--- src/rtl/clk_div_pkg.sv ---
// Shared definitions for the clock divider bank.
// Holds the per-channel state encoding, default sizing and the mode constants.
package clk_div_pkg;

    // Per-channel state: counting toward the compare value, or parked after a
    // one-shot match until restart re-arms it.
    typedef logic state_t;
    localparam state_t COUNT = 1'b0;
    localparam state_t HOLD  = 1'b1;

    localparam int DEFAULT_WIDTH    = 8;
    localparam int DEFAULT_CHANNELS = 4;

    localparam logic MODE_ONESHOT = 1'b0;
    localparam logic MODE_AUTO    = 1'b1;

endpackage

--- src/rtl/clk_div_chan.sv ---
// One divider channel: counter, COUNT/HOLD state, registered out/tick.
// Ports:
//   clk, rst_n  clock and asynchronous active-low reset
//   en          count enable (0 freezes the channel while counting)
//   value       live compare value
//   mode        0 = one-shot (park in HOLD after match), 1 = auto-reload
//   restart     synchronous re-arm / counter clear
//   out         toggle output, flips on every match
//   tick        one-cycle pulse on the edge where out flips
//   holding     1 while the channel is parked in HOLD
module clk_div_chan
    import clk_div_pkg::*;
#(
    parameter int WIDTH = DEFAULT_WIDTH
) (
    input  logic             clk,
    input  logic             rst_n,
    input  logic             en,
    input  logic [WIDTH-1:0] value,
    input  logic             mode,
    input  logic             restart,
    output logic             out,
    output logic             tick,
    output logic             holding
);

    state_t           state;
    logic [WIDTH-1:0] cnt;
    logic             match;

    // Compare against the live value; if value drops below cnt the counter
    // simply wraps and matches on the next pass.
    assign match   = (cnt == value);
    assign holding = (state == HOLD);

    // Counter and state update. Restart outranks enable, and a restart that
    // lands on a match still produces the tick/toggle but never enters HOLD.
    always_ff @(posedge clk or negedge rst_n) begin
        if (!rst_n) begin
            state <= COUNT;
            cnt   <= '0;
            out   <= 1'b0;
            tick  <= 1'b0;
        end else begin
            tick <= 1'b0;
            if (state == COUNT) begin
                if (restart) begin
                    cnt <= '0;
                    if (match) begin
                        tick <= 1'b1;
                        out  <= ~out;
                    end
                end else if (en) begin
                    if (match) begin
                        tick <= 1'b1;
                        out  <= ~out;
                        if (mode == MODE_AUTO) begin
                            cnt <= '0;
                        end else begin
                            state <= HOLD;
                        end
                    end else begin
                        cnt <= cnt + 1'b1;
                    end
                end
            end else begin
                // Parked: only restart leaves HOLD, en and mode are ignored.
                if (restart) begin
                    cnt   <= '0;
                    state <= COUNT;
                end
            end
        end
    end

endmodule

--- src/rtl/clk_div_bank.sv ---
// Bank of independent programmable toggle/divider channels.
// Ports:
//   clk, rst_n  clock and asynchronous active-low reset
//   en          per-channel count enable
//   value       compare values, channel i at [i*WIDTH +: WIDTH]
//   mode        per-channel 0 = one-shot, 1 = auto-reload
//   restart     per-channel synchronous re-arm / clear
//   out         per-channel toggle outputs
//   tick        per-channel match pulses
//   holding     per-channel HOLD indicators
module clk_div_bank
    import clk_div_pkg::*;
#(
    parameter int WIDTH    = DEFAULT_WIDTH,
    parameter int CHANNELS = DEFAULT_CHANNELS
) (
    input  logic                      clk,
    input  logic                      rst_n,
    input  logic [CHANNELS-1:0]       en,
    input  logic [CHANNELS*WIDTH-1:0] value,
    input  logic [CHANNELS-1:0]       mode,
    input  logic [CHANNELS-1:0]       restart,
    output logic [CHANNELS-1:0]       out,
    output logic [CHANNELS-1:0]       tick,
    output logic [CHANNELS-1:0]       holding
);

    for (genvar i = 0; i < CHANNELS; i++) begin : g_chan
        clk_div_chan #(
            .WIDTH(WIDTH)
        ) u_chan (
            .clk     (clk),
            .rst_n   (rst_n),
            .en      (en[i]),
            .value   (value[i*WIDTH +: WIDTH]),
            .mode    (mode[i]),
            .restart (restart[i]),
            .out     (out[i]),
            .tick    (tick[i]),
            .holding (holding[i])
        );
    end

endmodule

--- config.mk ---
export PLATFORM = sky130hd
export DESIGN_NAME = clk_div_bank
export DESIGN_NICKNAME = d
export VERILOG_FILES = /design/src/rtl/clk_div_pkg.sv /design/src/rtl/clk_div_chan.sv /design/src/rtl/clk_div_bank.sv
export SDC_FILE = /design/constraint.sdc
export NUM_CORES = 1
export LEC_CHECK = 0
export CAP_MARGIN = 5
export CORE_ASPECT_RATIO = 1.25
export CORE_MARGIN = 2
export CORE_UTILIZATION = 52
export DETAILED_ROUTE_END_ITERATION = 10
export HOLD_SLACK_MARGIN = 0.12
export PLACE_DENSITY = 0.88
export SYNTH_ARGS = -nofsm -noshare
export SYNTH_HDL_FRONTEND = slang
export SYNTH_SLANG_ARGS = --single-unit
--- constraint.sdc ---
create_clock -name clk -period 2.2 [get_ports clk]
set_clock_uncertainty 0.05 [all_clocks]
set_input_delay 0.55 -clock clk [delete_from_list [all_inputs] [get_ports clk]]
set_output_delay 0.55 -clock clk [all_outputs]
set_load 0.005 [all_outputs]
==> qor.csv, run 1 <==
stage,metric,value,unit
setup_path,crit-path cells,clkdlybuf4s50_1 -> xor2_1 -> nor4_2 -> and3_1 -> o211a_1 -> xor2_1,
grt,Tot GR Track Use,20.9,%
synth,Mapped Avg Cell Area,9.02,µm²
placement,pre-CTS setup slack,-192,ps
synth,Most used DFF post-synth,dfrtp_1,
setup_path,CP startpoint kind,primary input,
clock_tree,Sinks on Clock Net,44,
final_layout,"commonest non-fill, non-tap cell in the layout",clkdlybuf4s50_1,
detailed_routing,Routed Antenna Nets,0,
grt,vias in the first global route,2475,
clock_tree,CTS tree,done,
placement,Placed Area,0.00341,mm²
setup_path,WP buf/inv,1,
clock_tree,total CTS buffers,5,
setup_path,"CP delay by family, top",simple AND/OR/NAND/NOR gates,
sta,min setup slack post-route,187,ps
power,total power,0.00180,W
grt,first-pass GRT wire length,10.3,mm
status,status,finished clean,
synth,leading area contributor after synthesis,dfrtp_1,
grt,initial antenna violation count,0,
setup_path,CP dominant cell by count,xor2_1,
detailed_routing,initial DRC count,160,
sta,RSZ-0062 raised after global routing,false,
placement,placer congestion estimate,0.831,
clock_tree,worst skew pair latency,290,ps
synth,async set or reset register ratio after synthesis,100,%
sta,fin. max-slew vios,0,
clock_tree,H-tree depth,2,
grt,largest net degree at the start of global routing,26,
sta,setup_tns,0,ps
die,Die Ht,86.3,µm
synth,Compound-Gate Fraction of Synth Area,15.4,%
die,DIE WIDTH,69.8,µm
die,die area,0.00602,mm²
setup_path,crit path kind,primary input to register,
setup_path,Worst setup EP type,register,
synth,gate count of the mapped netlist,312,
final_layout,fin nets,418,
run,maxcap violations,0,
power,Power Density,511,mW/mm²
final_layout,fillers,413,
synth,Post-Syn Nets,362,
sta,Tcrit/Tclk final,91.5,%
sta,Worst Tran Pin Value,550,ps
synth,Yosys top cell area share,39.1,%
final_layout,P&R area growth vs syn,25.0,%
clock_tree,CTS root buf,clkbuf_8,
sta,fmax,497,MHz
die,initial core utilization,54.6,%
power,peak supply drop,0.000338,V
synth,Ys Warns,0,
detailed_routing,drt first pass iters,4,
setup_path,CP max stage cell,clkdlybuf4s50_1,
final_layout,most frequent cells in the layout,"56 x clkdlybuf4s50_1, 44 x dfrtp_1, 35 x inv_1",
power,Leak Pwr,1.54,nW
setup_path,CP Max Fanout,3,
die,IO Pins,58,
hold_path,Hold Path Class,primary input to asynchronous set/reset pin,
setup_path,crit-path max cell delay,430,ps
sta,minimum clock period,2010,ps
synth,main combinational cell family by area after synthesis,simple AND/OR/NAND/NOR gates,
synth,Synth Area in Simple Gates,21.1,%
synth,Area contributors post-synth,"dfrtp_1 39%, xor2_1 8.1%, inv_1 4.7%",
clock_tree,CTS Buffer Depth,2,
synth,Seq cells post-synth,44,
final_layout,Antenna diodes,0,
detailed_routing,Avg WL per Cell,14.1,µm
detailed_routing,detailed-route via count,2402,
synth,mux cell area share after synthesis,1.82,%
sta,# setup viols final,0,
synth,xor-xnor portion of the synthesized cell area,11.7,%
detailed_routing,WL final,6.10,mm
detailed_routing,DRC Markers,0,
placement,DP Wirelength,4.68,mm
final_layout,fin area,0.00352,mm²
synth,sequential-to-total area share from yosys stat,39.1,%
synth,Synth Cell Area,0.00282,mm²
clock_tree,"Clk pin slew, worst setup/hold paths",80,ps
synth,Netlist cell types,43,
synth,fraction of the mapped netlist area in adder cells,1.78,%
placement,port bufs,57,
grt,grt ovf,0,
sta,Final Hold Viols,0,
die,Core Box Area,0.00515,mm²
setup_path,WP data arrival,2180,ps
final_layout,layout cells sized above 1,9.76,%
synth,Post-synth EDFFs,0,
detailed_routing,drt via density,5.57,
sta,max_slew headroom,63.4,%
sta,Worst Hold Margin,155,ps
setup_path,Worst EP required,2370,ps
die,Cell Rows,29,
-- per-stage QoR --
step | std cells | utilization [%]
2_1_floorplan | 312 | -
3_3_place_gp | 423 | 66.3
3_5_place_dp | 423 | 66.3
4_1_cts | 431 | 68.1
5_1_grt | 431 | 68.3
6_report | 431 | 68.3
-- worst reg2reg max path: stages (launching register included) --
cell	delay (ps)
dfrtp_1	490
xor2_1	200
nor4_2	400
a21boi_0	250
o311ai_0	170
o221ai_1	180
-- logic make-up (layout without fill, tap and decap cells) --
| group | Yosys count | after routing |
|---|---|---|
| buffers and inverters | 52 | 109 |
| adders and majority gates | 4 | 4 |
| AOI/OAI and AO/OA | 60 | 60 |
| xor gates and xnor gates | 36 | 36 |
| and+or+nand+nor | 111 | 111 |
| DFF | 44 | 44 |
| muxes | 5 | 5 |
-- flip-flops by register name, indices dropped and copies added, names as in the netlist --
name	count
g_chan.u_chan.out	4
g_chan.u_chan.holding	4
g_chan.u_chan.cnt	32
g_chan.u_chan.tick	4
-- cells in the mapped netlist, types with 8 or more instances --
library cell / count
dfrtp_1: 44
xor2_1: 26
o21ai_0: 20
buf_4: 12
inv_1: 35
nand4_1: 8
o221ai_1: 9
nand3_1: 23
and3_1: 14
nor2_1: 32
xnor2_1: 8
nand2_1: 12
a21oi_1: 8
-- power breakdown --
| part | leakage [nW] | internal, W | switching [W] |
|---|---|---|---|
| Clock | 0.0510 | 0.000251 | 0.000278 |
| Combinational | 0.883 | 0.000200 | 0.000157 |
| Sequential | 0.605 | 0.000858 | 0.0000555 |
-- worst paths after layout --
path                                          from                       end  slack (ps)  cells after the start
setup / recovery                          value[0]      g_chan[0].u_chan.out         190                      6
hold / removal                               rst_n  g_chan[1].u_chan.holding         160                      1
setup reg to reg           g_chan[2].u_chan.cnt[3]   g_chan[2].u_chan.cnt[6]         330                      5
hold reg to reg               g_chan[2].u_chan.out      g_chan[2].u_chan.out         430                      1
max in group asynchronous                    rst_n   g_chan[2].u_chan.cnt[1]        1450                      2
min in group clk              g_chan[2].u_chan.out      g_chan[2].u_chan.out         430                      1
-- timing repair --
| action | 4_1_cts | 5_1_grt |
|---|---|---|
| gates resized for setup | 0 | 1 |
| endpoints found under the hold margin | 0 | 0 |
| hold buffers | 0 | 0 |
| endpoints found under the setup margin | 0 | 1 |
| setup buffers | 0 | 0 |
-- cell type report --
| type | count | area, µm² | area share (%) |
|---|---|---|---|
| Inverter | 35 | 131 | 3.73 |
| Multi-Input combinational cell | 216 | 1470 | 41.8 |
| Clock inverter | 2 | 10.0 | 0.284 |
| Timing Repair Buffer | 66 | 646 | 18.3 |
| Tap cell | 62 | 77.6 | 2.20 |
| Clock buffer | 6 | 82.6 | 2.35 |
| Sequential cell | 44 | 1100 | 31.3 |
-- layer usage --
metal	vias to the layer above	part of all wire [%]	wire [µm]	track usage, %
li1	1186	-	-	-
met1	1151	40	2460	24.3
met2	58	55	3350	39.3
met3	7	3.3	204	2.79
met4	0	1.3	82	6.99
met5	-	0	0	0
Note: power is estimated with default switching activity, not from simulation.
==> run 2, diff against run 1 <==
--- a/config.mk
+++ b/config.mk
@@ -6,7 +6,6 @@
 export NUM_CORES = 1
 export LEC_CHECK = 0
 export CAP_MARGIN = 5
-export CORE_ASPECT_RATIO = 1.25
 export CORE_MARGIN = 2
 export CORE_UTILIZATION = 52
 export DETAILED_ROUTE_END_ITERATION = 10
==> qor.csv, run 2 (same netlist as run 1, synthesis figures left out) <==
stage,metric,value,unit,change
grt,largest net degree at the start of global routing,27,,+3.8%
final_layout,layout cells sized above 1,10.2,%,+0.46 points
setup_path,crit-path cells,clkdlybuf4s50_1 -> xor2_1 -> nor4_2 -> and3_1 -> a21oi_2 -> buf_4 -> o221ai_1,,
setup_path,Worst setup EP type,register,,
detailed_routing,DRC Markers,0,,unchanged
hold_path,Hold Path Class,primary input to asynchronous set/reset pin,,
clock_tree,CTS root buf,clkbuf_8,,
grt,first-pass GRT wire length,10.4,mm,+1.1%
run,maxcap violations,0,,unchanged
grt,initial antenna violation count,0,,unchanged
sta,Worst Tran Pin Value,565,ps,+15.3 ps
detailed_routing,drt via density,5.47,,-1.8%
clock_tree,worst skew pair latency,290,ps,about the same
status,status,finished clean,,
setup_path,CP Max Fanout,8,,+5
setup_path,CP max stage cell,clkdlybuf4s50_1,,
detailed_routing,initial DRC count,149,,-6.9%
sta,Final Hold Viols,0,,unchanged
clock_tree,CTS tree,done,,
die,die area,0.00602,mm²,about the same
die,DIE WIDTH,77.6,µm,+11%
final_layout,number of flip-flops under the largest register name,32,,unchanged
die,Core Box Area,0.00517,mm²,+0.39%
detailed_routing,Avg WL per Cell,13.7,µm,-3.4%
placement,DP Wirelength,4.60,mm,-1.8%
clock_tree,"Clk pin slew, worst setup/hold paths",80,ps,about the same
grt,Tot GR Track Use,20.8,%,-0.025 points
detailed_routing,Routed Antenna Nets,0,,unchanged
final_layout,P&R area growth vs syn,26.3,%,
clock_tree,Hold Buf Count CTS,0,,unchanged
power,total power,0.00179,W,-0.29%
detailed_routing,detailed-route via count,2418,,+0.67%
setup_path,CP startpoint kind,primary input,,
clock_tree,CTS Buffer Depth,2,,unchanged
sta,fmax,480,MHz,-3.3%
clock_tree,Sinks on Clock Net,44,,unchanged
grt,vias in the first global route,2333,,-5.7%
detailed_routing,WL final,6.04,mm,-0.93%
power,Leak Pwr,1.55,nW,+0.58%
clock_tree,total CTS buffers,5,,unchanged
final_layout,fin area,0.00355,mm²,+1.0%
sta,fin. max-slew vios,0,,unchanged
final_layout,fin nets,421,,+0.72%
grt,grt ovf,0,,unchanged
die,initial core utilization,54.4,%,-0.21 points
sta,max_slew headroom,62.3,%,-1.0 points
die,Die Ht,77.6,µm,-10%
detailed_routing,drt first pass iters,4,,unchanged
power,Power Density,505,mW/mm²,-1.3%
placement,Placed Area,0.00345,mm²,+0.95%
clock_tree,Resize count post-CTS,0,,unchanged
final_layout,"commonest non-fill, non-tap cell in the layout",clkdlybuf4s50_1,,
clock_tree,post-CTS setup buffer count,0,,unchanged
placement,port bufs,57,,unchanged
setup_path,WP data arrival,2240,ps,+60 ps
sta,minimum clock period,2080,ps,+69.3 ps
clock_tree,H-tree depth,2,,unchanged
setup_path,crit path kind,primary input to register,,
final_layout,fillers,397,,-3.9%
setup_path,crit-path max cell delay,420,ps,about the same
sta,Tcrit/Tclk final,94.7,%,+3.1 points
final_layout,most frequent cells in the layout,"56 x clkdlybuf4s50_1, 44 x dfrtp_1, 35 x inv_1",,
die,Cell Rows,26,,-10%
final_layout,Largest Register,g_chan.u_chan.cnt,,
sta,# setup viols final,0,,unchanged
placement,placer congestion estimate,0.905,,+8.8%
setup_path,Worst EP required,2350,ps,-20 ps
power,peak supply drop,0.000274,V,-19%
die,IO Pins,58,,unchanged
final_layout,Antenna diodes,0,,unchanged
-- run 2: final cells by class --
cell class	instances	area, µm²	share of cell area [%]
Timing Repair Buffer	69	668	18.8
Inverter	35	131	3.70
Clock buffer	8	90.1	2.53
Tap cell	70	87.6	2.46
Sequential cell	44	1100	31.0
Multi-Input combinational cell	216	1480	41.5
-- run 2: worst max-delay path: cells and delay by family --
kind                   cells  cell delay [ps]
AO/OA/AOI/OAI              2              240
XOR/XNOR                   1              180
buffers and inverters      2              580
AND/OR/NAND/NOR            2              690
-- run 2: path summary, 6_finish.rpt --
| check | start | to | slack [ps] | cells past startpoint |
|---|---|---|---|---|
| max in group asynchronous | rst_n | g_chan[1].u_chan.holding | 1440 | 2 |
| max | value[0] | g_chan[0].u_chan.cnt[3] | 120 | 7 |
| min reg2reg | g_chan[3].u_chan.out | g_chan[3].u_chan.out | 420 | 1 |
| max reg2reg | g_chan[1].u_chan.cnt[3] | g_chan[1].u_chan.cnt[6] | 350 | 5 |
| min in group clk | g_chan[3].u_chan.out | g_chan[3].u_chan.out | 420 | 1 |
| min | rst_n | g_chan[2].u_chan.holding | 160 | 1 |
-- run 2: through the flow --
stage	TNS [ps]	utilization, %	worst slack (ps)	hold slack, ps	std cells
global route	-3.42	68.7	-3.42	197	442
floorplan	0	-	453	204	312
detailed placement	-3460	66.6	-243	414	434
finish	0	68.7	117	160	442
global placement	-1900	66.6	-140	406	434
CTS	0	68.4	60.7	171	442
-- run 2: layer usage --
layer	routed length [µm]	global-route usage, %	vias up
met5	0	0	-
li1	-	-	1194
met3	219	2.67	5
met1	2770	27.7	1148
met2	3010	35.9	71
met4	39	5.54	0
-- run 2: power by group --
group / internal (W) / switching, W / total, W
registers: 0.000858 / 0.0000553 / 0.000913
clock network: 0.000256 / 0.000261 / 0.000517
logic: 0.000200 / 0.000163 / 0.000363
total: 0.00131 / 0.000479 / 0.00179
